### config.mk
export PLATFORM = sky130hd
export DESIGN_NAME = countdown_timer
export DESIGN_NICKNAME = d
export VERILOG_FILES = /design/src/rtl/countdown_timer_pkg.sv /design/src/rtl/countdown_timer_bcd_time_decrement.sv /design/src/rtl/countdown_timer.sv
export SDC_FILE = /design/constraint.sdc
export NUM_CORES = 1
export LEC_CHECK = 0
export BUFFER_PORTS_ARGS = -buffer_cell sky130_fd_sc_hd__buf_2
export CORE_MARGIN = 4
export CORE_UTILIZATION = 51
export CTS_CLUSTER_SIZE = 25
export DETAILED_ROUTE_END_ITERATION = 8
export GPL_TIMING_DRIVEN = 0
export HOLD_SLACK_MARGIN = 0.1
export PLACE_DENSITY = 0.8
export SKIP_CTS_REPAIR_TIMING = 1
export SYNTH_ARGS = -nofsm -noshare
export SYNTH_HDL_FRONTEND = slang
export SYNTH_SLANG_ARGS = --single-unit
### constraint.sdc
create_clock -name clock -period 2.3 [get_ports clock]
set_clock_uncertainty 0.1 [all_clocks]
set_input_delay 0.46 -clock clock [delete_from_list [all_inputs] [get_ports clock]]
set_output_delay 0.46 -clock clock [all_outputs]
set_load 0.05 [all_outputs]
### src/rtl/countdown_timer_pkg.sv
// countdown_timer_pkg
//   Shared definitions for the countdown timer slice:
//   - state_t       : controller state enumeration
//   - bcd_time_t    : packed HH:MM:SS value, one BCD nibble per digit
//   - digit limits  : largest legal value of each BCD digit position
//   - time_is_legal : checks a candidate load value against the digit limits
//   - time_is_zero  : true for 00:00:00
package countdown_timer_pkg;

    typedef enum logic [2:0] {
        ST_IDLE    = 3'd0,
        ST_LOADED  = 3'd1,
        ST_RUN     = 3'd2,
        ST_PAUSED  = 3'd3,
        ST_EXPIRED = 3'd4
    } state_t;

    // Largest value a digit may hold. The hour-ones limit drops to 3
    // when hour_ten is 2, so the largest loadable time is 23:59:59.
    localparam logic [3:0] DIGIT_MAX_NINE      = 4'd9;
    localparam logic [3:0] DIGIT_MAX_FIVE      = 4'd5;
    localparam logic [3:0] HOUR_TEN_MAX        = 4'd2;
    localparam logic [3:0] HOUR_ONE_MAX_AT_TWO = 4'd3;

    typedef struct packed {
        logic [3:0] hour_ten;
        logic [3:0] hour_one;
        logic [3:0] min_ten;
        logic [3:0] min_one;
        logic [3:0] sec_ten;
        logic [3:0] sec_one;
    } bcd_time_t;

    localparam bcd_time_t TIME_ZERO = '0;

    function automatic logic time_is_legal(input bcd_time_t t);
        logic hour_ok;
        logic min_ok;
        logic sec_ok;
        if (t.hour_ten < HOUR_TEN_MAX) begin
            hour_ok = (t.hour_one <= DIGIT_MAX_NINE);
        end else begin
            hour_ok = (t.hour_ten == HOUR_TEN_MAX) && (t.hour_one <= HOUR_ONE_MAX_AT_TWO);
        end
        min_ok = (t.min_ten <= DIGIT_MAX_FIVE) && (t.min_one <= DIGIT_MAX_NINE);
        sec_ok = (t.sec_ten <= DIGIT_MAX_FIVE) && (t.sec_one <= DIGIT_MAX_NINE);
        return hour_ok && min_ok && sec_ok;
    endfunction

    function automatic logic time_is_zero(input bcd_time_t t);
        return (t == TIME_ZERO);
    endfunction

endpackage

### src/rtl/countdown_timer_bcd_time_decrement.sv
// bcd_time_decrement
//   Purely combinational one-second decrement of an HH:MM:SS BCD value.
//   Ports:
//     *_in  (6 x 4b) : current time digits
//     *_dec (6 x 4b) : time minus one second; equals the input when the
//                      input is 00:00:00 so the value can never underflow
//     is_zero        : input value is 00:00:00
//   A digit that is zero and receives a borrow wraps to its position's
//   maximum (9 or 5) and passes the borrow on to the next digit up.
module bcd_time_decrement
    import countdown_timer_pkg::*;
(
    input  logic [3:0] hour_ten_in,
    input  logic [3:0] hour_one_in,
    input  logic [3:0] min_ten_in,
    input  logic [3:0] min_one_in,
    input  logic [3:0] sec_ten_in,
    input  logic [3:0] sec_one_in,
    output logic [3:0] hour_ten_dec,
    output logic [3:0] hour_one_dec,
    output logic [3:0] min_ten_dec,
    output logic [3:0] min_one_dec,
    output logic [3:0] sec_ten_dec,
    output logic [3:0] sec_one_dec,
    output logic       is_zero
);

    // Returns {borrow_out, new_digit}.
    function automatic logic [4:0] dec_digit(input logic [3:0] d,
                                             input logic       borrow_in,
                                             input logic [3:0] wrap_value);
        if (!borrow_in) begin
            return {1'b0, d};
        end
        if (d == 4'd0) begin
            return {1'b1, wrap_value};
        end
        return {1'b0, d - 4'd1};
    endfunction

    logic [4:0] sec_one_r;
    logic [4:0] sec_ten_r;
    logic [4:0] min_one_r;
    logic [4:0] min_ten_r;
    logic [4:0] hour_one_r;
    logic [4:0] hour_ten_r;

    always_comb begin
        is_zero = (hour_ten_in == 4'd0) && (hour_one_in == 4'd0) &&
                  (min_ten_in  == 4'd0) && (min_one_in  == 4'd0) &&
                  (sec_ten_in  == 4'd0) && (sec_one_in  == 4'd0);

        // A zero value gets no initial borrow, so every digit passes through.
        sec_one_r  = dec_digit(sec_one_in,  !is_zero,       DIGIT_MAX_NINE);
        sec_ten_r  = dec_digit(sec_ten_in,  sec_one_r[4],   DIGIT_MAX_FIVE);
        min_one_r  = dec_digit(min_one_in,  sec_ten_r[4],   DIGIT_MAX_NINE);
        min_ten_r  = dec_digit(min_ten_in,  min_one_r[4],   DIGIT_MAX_FIVE);
        hour_one_r = dec_digit(hour_one_in, min_ten_r[4],   DIGIT_MAX_NINE);
        // hour_ten can never be asked to borrow from zero on a nonzero value.
        hour_ten_r = dec_digit(hour_ten_in, hour_one_r[4],  4'd0);

        sec_one_dec  = sec_one_r[3:0];
        sec_ten_dec  = sec_ten_r[3:0];
        min_one_dec  = min_one_r[3:0];
        min_ten_dec  = min_ten_r[3:0];
        hour_one_dec = hour_one_r[3:0];
        hour_ten_dec = hour_ten_r[3:0];
    end

endmodule

### src/rtl/countdown_timer.sv
// countdown_timer
//   HH:MM:SS countdown timer with load / start / pause / clear control.
//   Parameter:
//     TICKS_PER_SEC : clock cycles per counted second (2 .. 2**26)
//   Ports:
//     clock, reset          : system clock, synchronous active-high reset
//     load                  : capture *_in digits (legal nonzero -> LOADED,
//                             all zero -> IDLE, illegal -> load_err pulse)
//     *_in (6 x 4b)         : BCD time to load
//     start / pause / clear : control pulses
//     *_out (6 x 4b)        : remaining time, BCD (the live digit registers)
//     running               : high while in RUN
//     done                  : one-cycle pulse, the cycle after EXPIRED is first seen
//     alarm                 : level, high from that same cycle until load or clear
//     load_err              : one-cycle pulse after a rejected load
//     state_dbg             : current controller state
//
//   Command pulses are sampled on every rising edge and need no handshake.
//   When several arrive together only the highest-priority one acts:
//   clear > load > pause > start. A rejected load still consumes the cycle,
//   so a pause or start arriving with it is dropped.
module countdown_timer
    import countdown_timer_pkg::*;
#(
    parameter int TICKS_PER_SEC = 50_000_000
) (
    input  logic       clock,
    input  logic       reset,
    input  logic       load,
    input  logic [3:0] hour_ten_in,
    input  logic [3:0] hour_one_in,
    input  logic [3:0] min_ten_in,
    input  logic [3:0] min_one_in,
    input  logic [3:0] sec_ten_in,
    input  logic [3:0] sec_one_in,
    input  logic       start,
    input  logic       pause,
    input  logic       clear,
    output logic [3:0] hour_ten_out,
    output logic [3:0] hour_one_out,
    output logic [3:0] min_ten_out,
    output logic [3:0] min_one_out,
    output logic [3:0] sec_ten_out,
    output logic [3:0] sec_one_out,
    output logic       running,
    output logic       done,
    output logic       alarm,
    output logic       load_err,
    output state_t     state_dbg
);

    localparam int PRESC_W = (TICKS_PER_SEC > 1) ? $clog2(TICKS_PER_SEC) : 1;
    localparam logic [PRESC_W-1:0] PRESC_LAST = PRESC_W'(TICKS_PER_SEC - 1);
    localparam logic [PRESC_W-1:0] PRESC_ONE  = PRESC_W'(1);

    state_t             state_q;
    state_t             state_next;
    bcd_time_t          time_q;
    bcd_time_t          time_next;
    bcd_time_t          load_time;
    bcd_time_t          dec_time;
    logic [PRESC_W-1:0] presc_q;
    logic [PRESC_W-1:0] presc_next;
    logic               cur_zero;
    logic               load_legal;
    logic               load_zero;
    logic               presc_wrap;
    logic               load_err_next;
    logic               running_next;
    logic               alarm_next;
    logic               done_next;

    assign load_time  = {hour_ten_in, hour_one_in, min_ten_in, min_one_in, sec_ten_in, sec_one_in};
    assign load_legal = time_is_legal(load_time);
    assign load_zero  = time_is_zero(load_time);
    assign presc_wrap = (presc_q == PRESC_LAST);

    bcd_time_decrement u_dec (
        .hour_ten_in  (time_q.hour_ten),
        .hour_one_in  (time_q.hour_one),
        .min_ten_in   (time_q.min_ten),
        .min_one_in   (time_q.min_one),
        .sec_ten_in   (time_q.sec_ten),
        .sec_one_in   (time_q.sec_one),
        .hour_ten_dec (dec_time.hour_ten),
        .hour_one_dec (dec_time.hour_one),
        .min_ten_dec  (dec_time.min_ten),
        .min_one_dec  (dec_time.min_one),
        .sec_ten_dec  (dec_time.sec_ten),
        .sec_one_dec  (dec_time.sec_one),
        .is_zero      (cur_zero)
    );

    // State register.
    always_ff @(posedge clock) begin
        if (reset) begin
            state_q <= ST_IDLE;
        end else begin
            state_q <= state_next;
        end
    end

    // Next-state and datapath decode. Counting in RUN is worked out first;
    // a command in the same cycle then overrides it.
    always_comb begin
        state_next    = state_q;
        time_next     = time_q;
        presc_next    = presc_q;
        load_err_next = 1'b0;

        if (state_q == ST_RUN && !cur_zero) begin
            if (presc_wrap) begin
                presc_next = '0;
                time_next  = dec_time;
                if (time_is_zero(dec_time)) begin
                    state_next = ST_EXPIRED;
                end
            end else begin
                presc_next = presc_q + PRESC_ONE;
            end
        end

        if (clear) begin
            state_next = ST_IDLE;
            time_next  = TIME_ZERO;
            presc_next = '0;
        end else if (load) begin
            if (!load_legal) begin
                load_err_next = 1'b1;
            end else if (load_zero) begin
                state_next = ST_IDLE;
                time_next  = TIME_ZERO;
                presc_next = '0;
            end else begin
                state_next = ST_LOADED;
                time_next  = load_time;
                presc_next = '0;
            end
        end else if (pause) begin
            if (state_q == ST_RUN) begin
                // Freeze exactly where we are, even on a wrap cycle.
                state_next = ST_PAUSED;
                time_next  = time_q;
                presc_next = presc_q;
            end
        end else if (start) begin
            if (state_q == ST_LOADED || state_q == ST_PAUSED) begin
                state_next = ST_RUN;
                presc_next = '0;
            end
        end
    end

    // Output decode for the registered status flags. alarm only rises once
    // EXPIRED has been held for a cycle, and done fires in that first cycle,
    // which is identified by EXPIRED with alarm still low.
    always_comb begin
        running_next = (state_next == ST_RUN);
        alarm_next   = (state_next == ST_EXPIRED) && (state_q == ST_EXPIRED);
        done_next    = (state_q == ST_EXPIRED) && !alarm;
    end

    always_ff @(posedge clock) begin
        if (reset) begin
            time_q   <= TIME_ZERO;
            presc_q  <= '0;
            running  <= 1'b0;
            done     <= 1'b0;
            alarm    <= 1'b0;
            load_err <= 1'b0;
        end else begin
            time_q   <= time_next;
            presc_q  <= presc_next;
            running  <= running_next;
            done     <= done_next;
            alarm    <= alarm_next;
            load_err <= load_err_next;
        end
    end

    assign hour_ten_out = time_q.hour_ten;
    assign hour_one_out = time_q.hour_one;
    assign min_ten_out  = time_q.min_ten;
    assign min_one_out  = time_q.min_one;
    assign sec_ten_out  = time_q.sec_ten;
    assign sec_one_out  = time_q.sec_one;
    assign state_dbg    = state_q;

endmodule

* Word-level counts from Yosys, hierarchy flattened
Index checks and enable logic that the tools add are counted.
** Cells by class
- Bitwise logic cells :: 1
- Shift-type cells :: 0
- Reductions and logical operators :: 26
- Muxes and demuxes :: 65
- $add $sub $neg :: 7
- Equality and inequality tests :: 9
- Divide/modulo/power cells :: 0
- $mul :: 0
- Order comparisons :: 7
** Operator list (number)
- $mux 26 :: 8
- $mux 24 :: 7
- $mux 5 :: 20
- $logic_not 24->1 :: 2
- $mux 3 :: 10
- $add 26x1->26 const B :: 1
- $eq 26x26->1 const B :: 1
- $logic_not 4->1 :: 6
- $sub 4x1->4 const B :: 6
- $mux 1 :: 16
- $mux 4 :: 4
- $logic_and 1x1->1 :: 13
- $le 4x4->1 const B :: 3
- $eq 3x2->1 const B :: 3
- $le 4x3->1 const B :: 2
- $eq 3x3->1 const B :: 2
- $eq 4x2->1 const B :: 1
- $le 4x2->1 const B :: 1
- $lt 4x2->1 const B :: 1
- $eq 3x1->1 const B :: 1
- $ne 3x3->1 const B :: 1
- $reduce_or 3->1 :: 1
- $logic_not 1->1 :: 2
- $reduce_or 2->1 :: 1
- other kinds (2) :: 2
** Word-level totals
- RAM bits :: 0
- ROM bits :: 0
- Bits in latches :: 0
- Memories kept :: 0
- Flip-flop bits (word level) :: 57
- Output and inout bits :: 31

* Logic depth before layout (Yosys ltp)
- Depth in word-level cells :: 41
- Gate-level depth with buffers :: 9
- Depth with buffers taken out :: 7

* Cells and area by module
From an unflattened synthesis, not the netlist that was laid out.
** Second synthesis, totals
- Cells, all modules :: 448
- Area, all modules :: 3475.8 um^2
** Modules (own cells, without submodules)
- countdown_timer :: cells each 362, area an instance 2959.1 um^2, times used 1
- bcd_time_decrement :: cells each 86, area an instance 516.7 um^2, times used 1

* Least setup slack after synthesis
OpenSTA, ideal clock, no wires.
- Path kind :: register to register
- Start point :: register time_q, in the netlist sec_one_out[1]
- End point :: register time_q, in the netlist sec_one_out[2]
- Arrival time :: 2.396 ns
- Path slack :: -0.331 ns
- Cell stages (with the launch flop) :: 10
- Library setup time :: 0.135 ns
- Data required time :: 2.065 ns
- Cell sequence :: dfxtp_1 > buf_2 > nor4_4 > and4_4 > buf_6 > a2111oi_4 > buf_6 > nand3_4 > o31ai_1 > a211oi_1
** Between the ends
- Cells in the longest elaborated chain, start to end :: 10
- Elaborated cells between the ends (all ways) :: 17
- Those cells by class :: add/sub (1); mux (12); reduce/logical (4)
** Ends and longest elaborated chain
- start, declared :: RTL line countdown_timer.sv:58 : bcd_time_t time_q;
- start signal, assigned :: RTL line countdown_timer.sv:172 : time_q <= time_next;
- branches (longest 6 deep; another with $sub 4x1->4)
- $mux 24 * :: RTL line countdown_timer.sv:111 : if (state_q == ST_RUN && !cur_zero) begin
- $mux 24 :: RTL line countdown_timer.sv:140 : if (state_q == ST_RUN) begin
- $mux 24 :: RTL line countdown_timer.sv:139 : end else if (pause) begin
- $mux 24 * :: RTL line countdown_timer.sv:127 : end else if (load) begin
Mark *: on every way between the ends. The select of a mux whose other input is x is not followed.
A chain may end at the register's enable or synchronous reset.

* Final worst setup path
- Start point :: register presc_q[21]
- End point :: register time_q, in the netlist sec_one_out[1]
** Between the ends
- Cells in the longest elaborated chain, start to end :: 6
- Elaborated cells between the ends (all ways) :: 7
- Those cells by class :: eq/ne (1); mux (6)
** Ends and longest elaborated chain
- start, declared :: RTL line countdown_timer.sv:62 : logic [PRESC_W-1:0] presc_q;
- start signal, assigned :: RTL line countdown_timer.sv:173 : presc_q <= presc_next;
- $eq 26x26->1 * :: RTL line countdown_timer.sv:76 : assign presc_wrap = (presc_q == PRESC_LAST);
- $mux 24 * :: RTL line countdown_timer.sv:112 : if (presc_wrap) begin
- $mux 24 * :: RTL line countdown_timer.sv:111
- $mux 24 :: RTL line countdown_timer.sv:140
- $mux 24 :: RTL line countdown_timer.sv:139
- $mux 24 * :: RTL line countdown_timer.sv:127
Mark *: on every way between the ends. The rest lies on a longest branch, timed or not. The select of a mux whose other input is x is not followed.

==> out/qor.txt <==
Status: finished with violations
Violated checks: negative setup slack
1st-iter DRT viols: 826
Slew @ Worst Pin: 830 ps
Fmax: 413 MHz
Buf/Inv on CP: 1
Share of the synthesized area in the top cell type: 0.312
Final worst setup slack: -124 ps
Tmin final: 2420 ps
DP HPWL: 9.24 mm
Largest family of logic cells by synthesized area: simple AND/OR/NAND/NOR gates
Setup crit start: presc_q[21]
Area Growth Syn to Fin: 40.6%
Filler cells: 476
Post-synth EDFFs: 0
CTS tree: built
Synth Area in XOR/XNOR: 0.0120
Critical path required time: 2410 ps
First-pass GRT wire length: 20.5 mm
Critical Path, Cell by Cell: nand4_1, nor4_2, nand4b_1, buf_6, or4_1, nand3_1, a31oi_1
Clk_lat worst skew: 360 ps
Crit-path leading delay family: simple AND/OR/NAND/NOR gates
Kind of critical path: flip-flop to flip-flop
Worst hold path type: input pin to flip-flop
Warnings from Yosys: 0
Worst Path Arrival: 2530 ps
Final std cells w/o fill: 672
Grt ovf: 0
Delay of the slowest cell on the worst path: 480 ps
Final Hold Fails: 0
Post-synthesis cell type count: 74
DP Area: 4140 µm²
Worst Setup EP: sec_one_out[1]
Simple-gate share of the synthesized area: 0.346
# setup viols final: 30
Post-route ant nets: 0
Clock sink count: 57
CP Launch Type: flip-flop
Post-Syn Nets: 494
Cells after synthesis: 463
Vias per cell: 7.11
Top cell type by total area after synthesis: dfxtp_1
Die Ht: 92.7 µm
Worst R2R Path Depth: 7
Htree depth: 3
Inserted Clock Buffers: 9
Cell depth of the worst setup path: 7
Sequential share of power: 0.460
Switching part of the total: 0.246
Top post-synthesis cells by count: dfxtp_1, nand2_1, nor2_1
Syn Std Cell Area: 3660 µm²
Area of the die: 8600 µm²
Post-synthesis register bit count: 57
Top cells by area, synth: dfxtp_1, nand2_1, nor2_1
Pint: 1.60 mW
Worst-path clk slew: 70 ps
R2r startpoint: presc_q[21]
Part of the cycle the worst path needs: 1.05
Slew HR: 0.447
Static Leakage: 1.88 nW
Root Driver: clkbuf_8
IO Pins: 61
Initial antenna violation count: 0
Logic pwr share: 0.080
Layout Nets: 602
Clock power share: 0.460
GRT Resource Usage Total: 0.301
RSZ-0062 raised after global routing: true
Post-Route WL: 15.2 mm
Setup crit end kind: flip-flop
Synth Flop Type: dfxtp_1
Residual DRC: 0
Peak supply drop: 0.353 mV
Crit Path Max Fanout: 8
Pwr per Cell Area: 413 nW/µm²
Drt pass-1 iters: 8
RR Endpoint: sec_one_out[1]
Sequential-to-total area share from yosys stat: 0.312
Mux contribution to synthesized area: 0.0195
Initial Utilization: 0.533
Core Region: 6870 µm²
Largest net degree at the start of global routing: 11
Share of layout cells above drive strength 1: 0.422
Slew Limit Fails: 0
Number of global-route vias before repair: 4059
Ant diodes: 0
Synth Area in Compound Gates: 0.262
Die W: 92.7 µm
Pre-CTS WS: -735 ps
Adder-cell share of the synthesized area: 0.00342
Reg-to-reg setup timing slack: -120 ps
Crit-path slowest cell: dfxtp_1
Routed len/inst: 22.6 µm
Asr flop ratio synth: 0
Placed insts: 619
Syn avg cell area: 7.90 µm²
Fin area: 5150 µm²
Max clock buf depth: 2
Core Util, Final: 0.749
# port buffers: 60
Most frequent cell after synthesis: dfxtp_1
# Max-Cap Violations: 0
Global placement routability congestion: 1.01
Row Count: 30
Vias after detailed routing: 4780
Switching power: 0.523 mW
-- placed cells by master (no fill, tap or decap), types with 4 or more instances in the layout --
cell type	n
a22oi_1	4
and3_1	5
o31ai_2	4
buf_6	4
o31a_1	5
or3_1	8
nand3b_1	4
o21ai_0	17
a21oi_2	11
o21ai_1	9
nor4_2	4
mux2i_1	6
nor2_1	40
clkbuf_1	10
nor4_4	7
buf_4	35
nand3_1	25
a31oi_1	16
buf_2	62
a21oi_1	14
o22ai_1	4
o221ai_1	4
nand2_1	39
nand4_1	14
nor4_1	11
dfxtp_2	27
o21ai_2	4
dfxtp_1	22
clkbuf_8	11
inv_1	8
o21a_1	4
o211ai_1	4
dfxtp_4	8
or4_1	5
a211oi_1	5
nor3_1	12
buf_8	6
a211oi_2	4
-- logic make-up after synthesis --
family | Yosys count
multiplexers | 7
XOR/XNOR | 5
flip-flops | 57
buffers and inverters | 34
AO/OA/AOI/OAI | 139
adder cells (fa/ha/maj) | 1
AND/OR/NAND/NOR | 220
-- layout make-up --
type                       count  area, µm²  area share
clock buffer                  13        159      0.0309
buffer                        24        195      0.0379
multi-input combinational    372       2730       0.531
clock inverter                 3       40.0     0.00778
tap                           96        120      0.0233
timing repair buffer          99        666       0.129
inverter                       8       30.0     0.00583
sequential                    57       1200       0.234
-- per-layer routing --
| layer | wire length (µm) | vias to the layer above | track usage | share of wire |
|---|---|---|---|---|
| li1 | - | 2028 | - | - |
| met1 | 5570 | 2222 | 0.366 | 0.37 |
| met2 | 6940 | 422 | 0.486 | 0.46 |
| met3 | 1790 | 108 | 0.0634 | 0.12 |
| met4 | 876 | 0 | 0.183 | 0.058 |
| met5 | 0 | - | 0 | 0 |
-- registers in the layout, summed over array words and instances, names as in the netlist --
signal / count
min_one_out: 4
done: 1
sec_one_out: 4
alarm: 1
sec_ten_out: 4
state_dbg: 3
hour_ten_out: 4
load_err: 1
hour_one_out: 4
min_ten_out: 4
presc_q: 26
running: 1
-- power groups by stage --
stage,Sequential [mW],Combinational (mW),Clock [mW]
floorplan,1.01,0.0539,0
global placement,1.01,0.116,0
detailed placement,1.01,0.118,0
CTS,0.985,0.119,0.964
global route,0.979,0.176,1.02
finish,0.979,0.169,0.979
-- per-stage QoR --
step,power (mW),setup TNS (ps),hold WS (ps)
after CTS,2.07,-11720,194
after floorplan,1.06,0,339
after detailed placement,1.13,-18990,326
after global placement,1.12,-17700,304
after global routing,2.18,-3640,212
final,2.13,-1720,191
-- worst min-delay path by stage --
stage / endpoint / depth (start not counted) / start / slack, ps
6_report: done / 2 / reset / 190
5_1_grt: done / 2 / reset / 210
4_1_cts: done / 2 / reset / 190
3_5_place_dp: done / 1 / alarm / 330
3_3_place_gp: done / 1 / alarm / 300
2_1_floorplan: presc_q[25] / 1 / presc_q[25] / 340
Note: power is estimated with default switching activity, not from simulation.
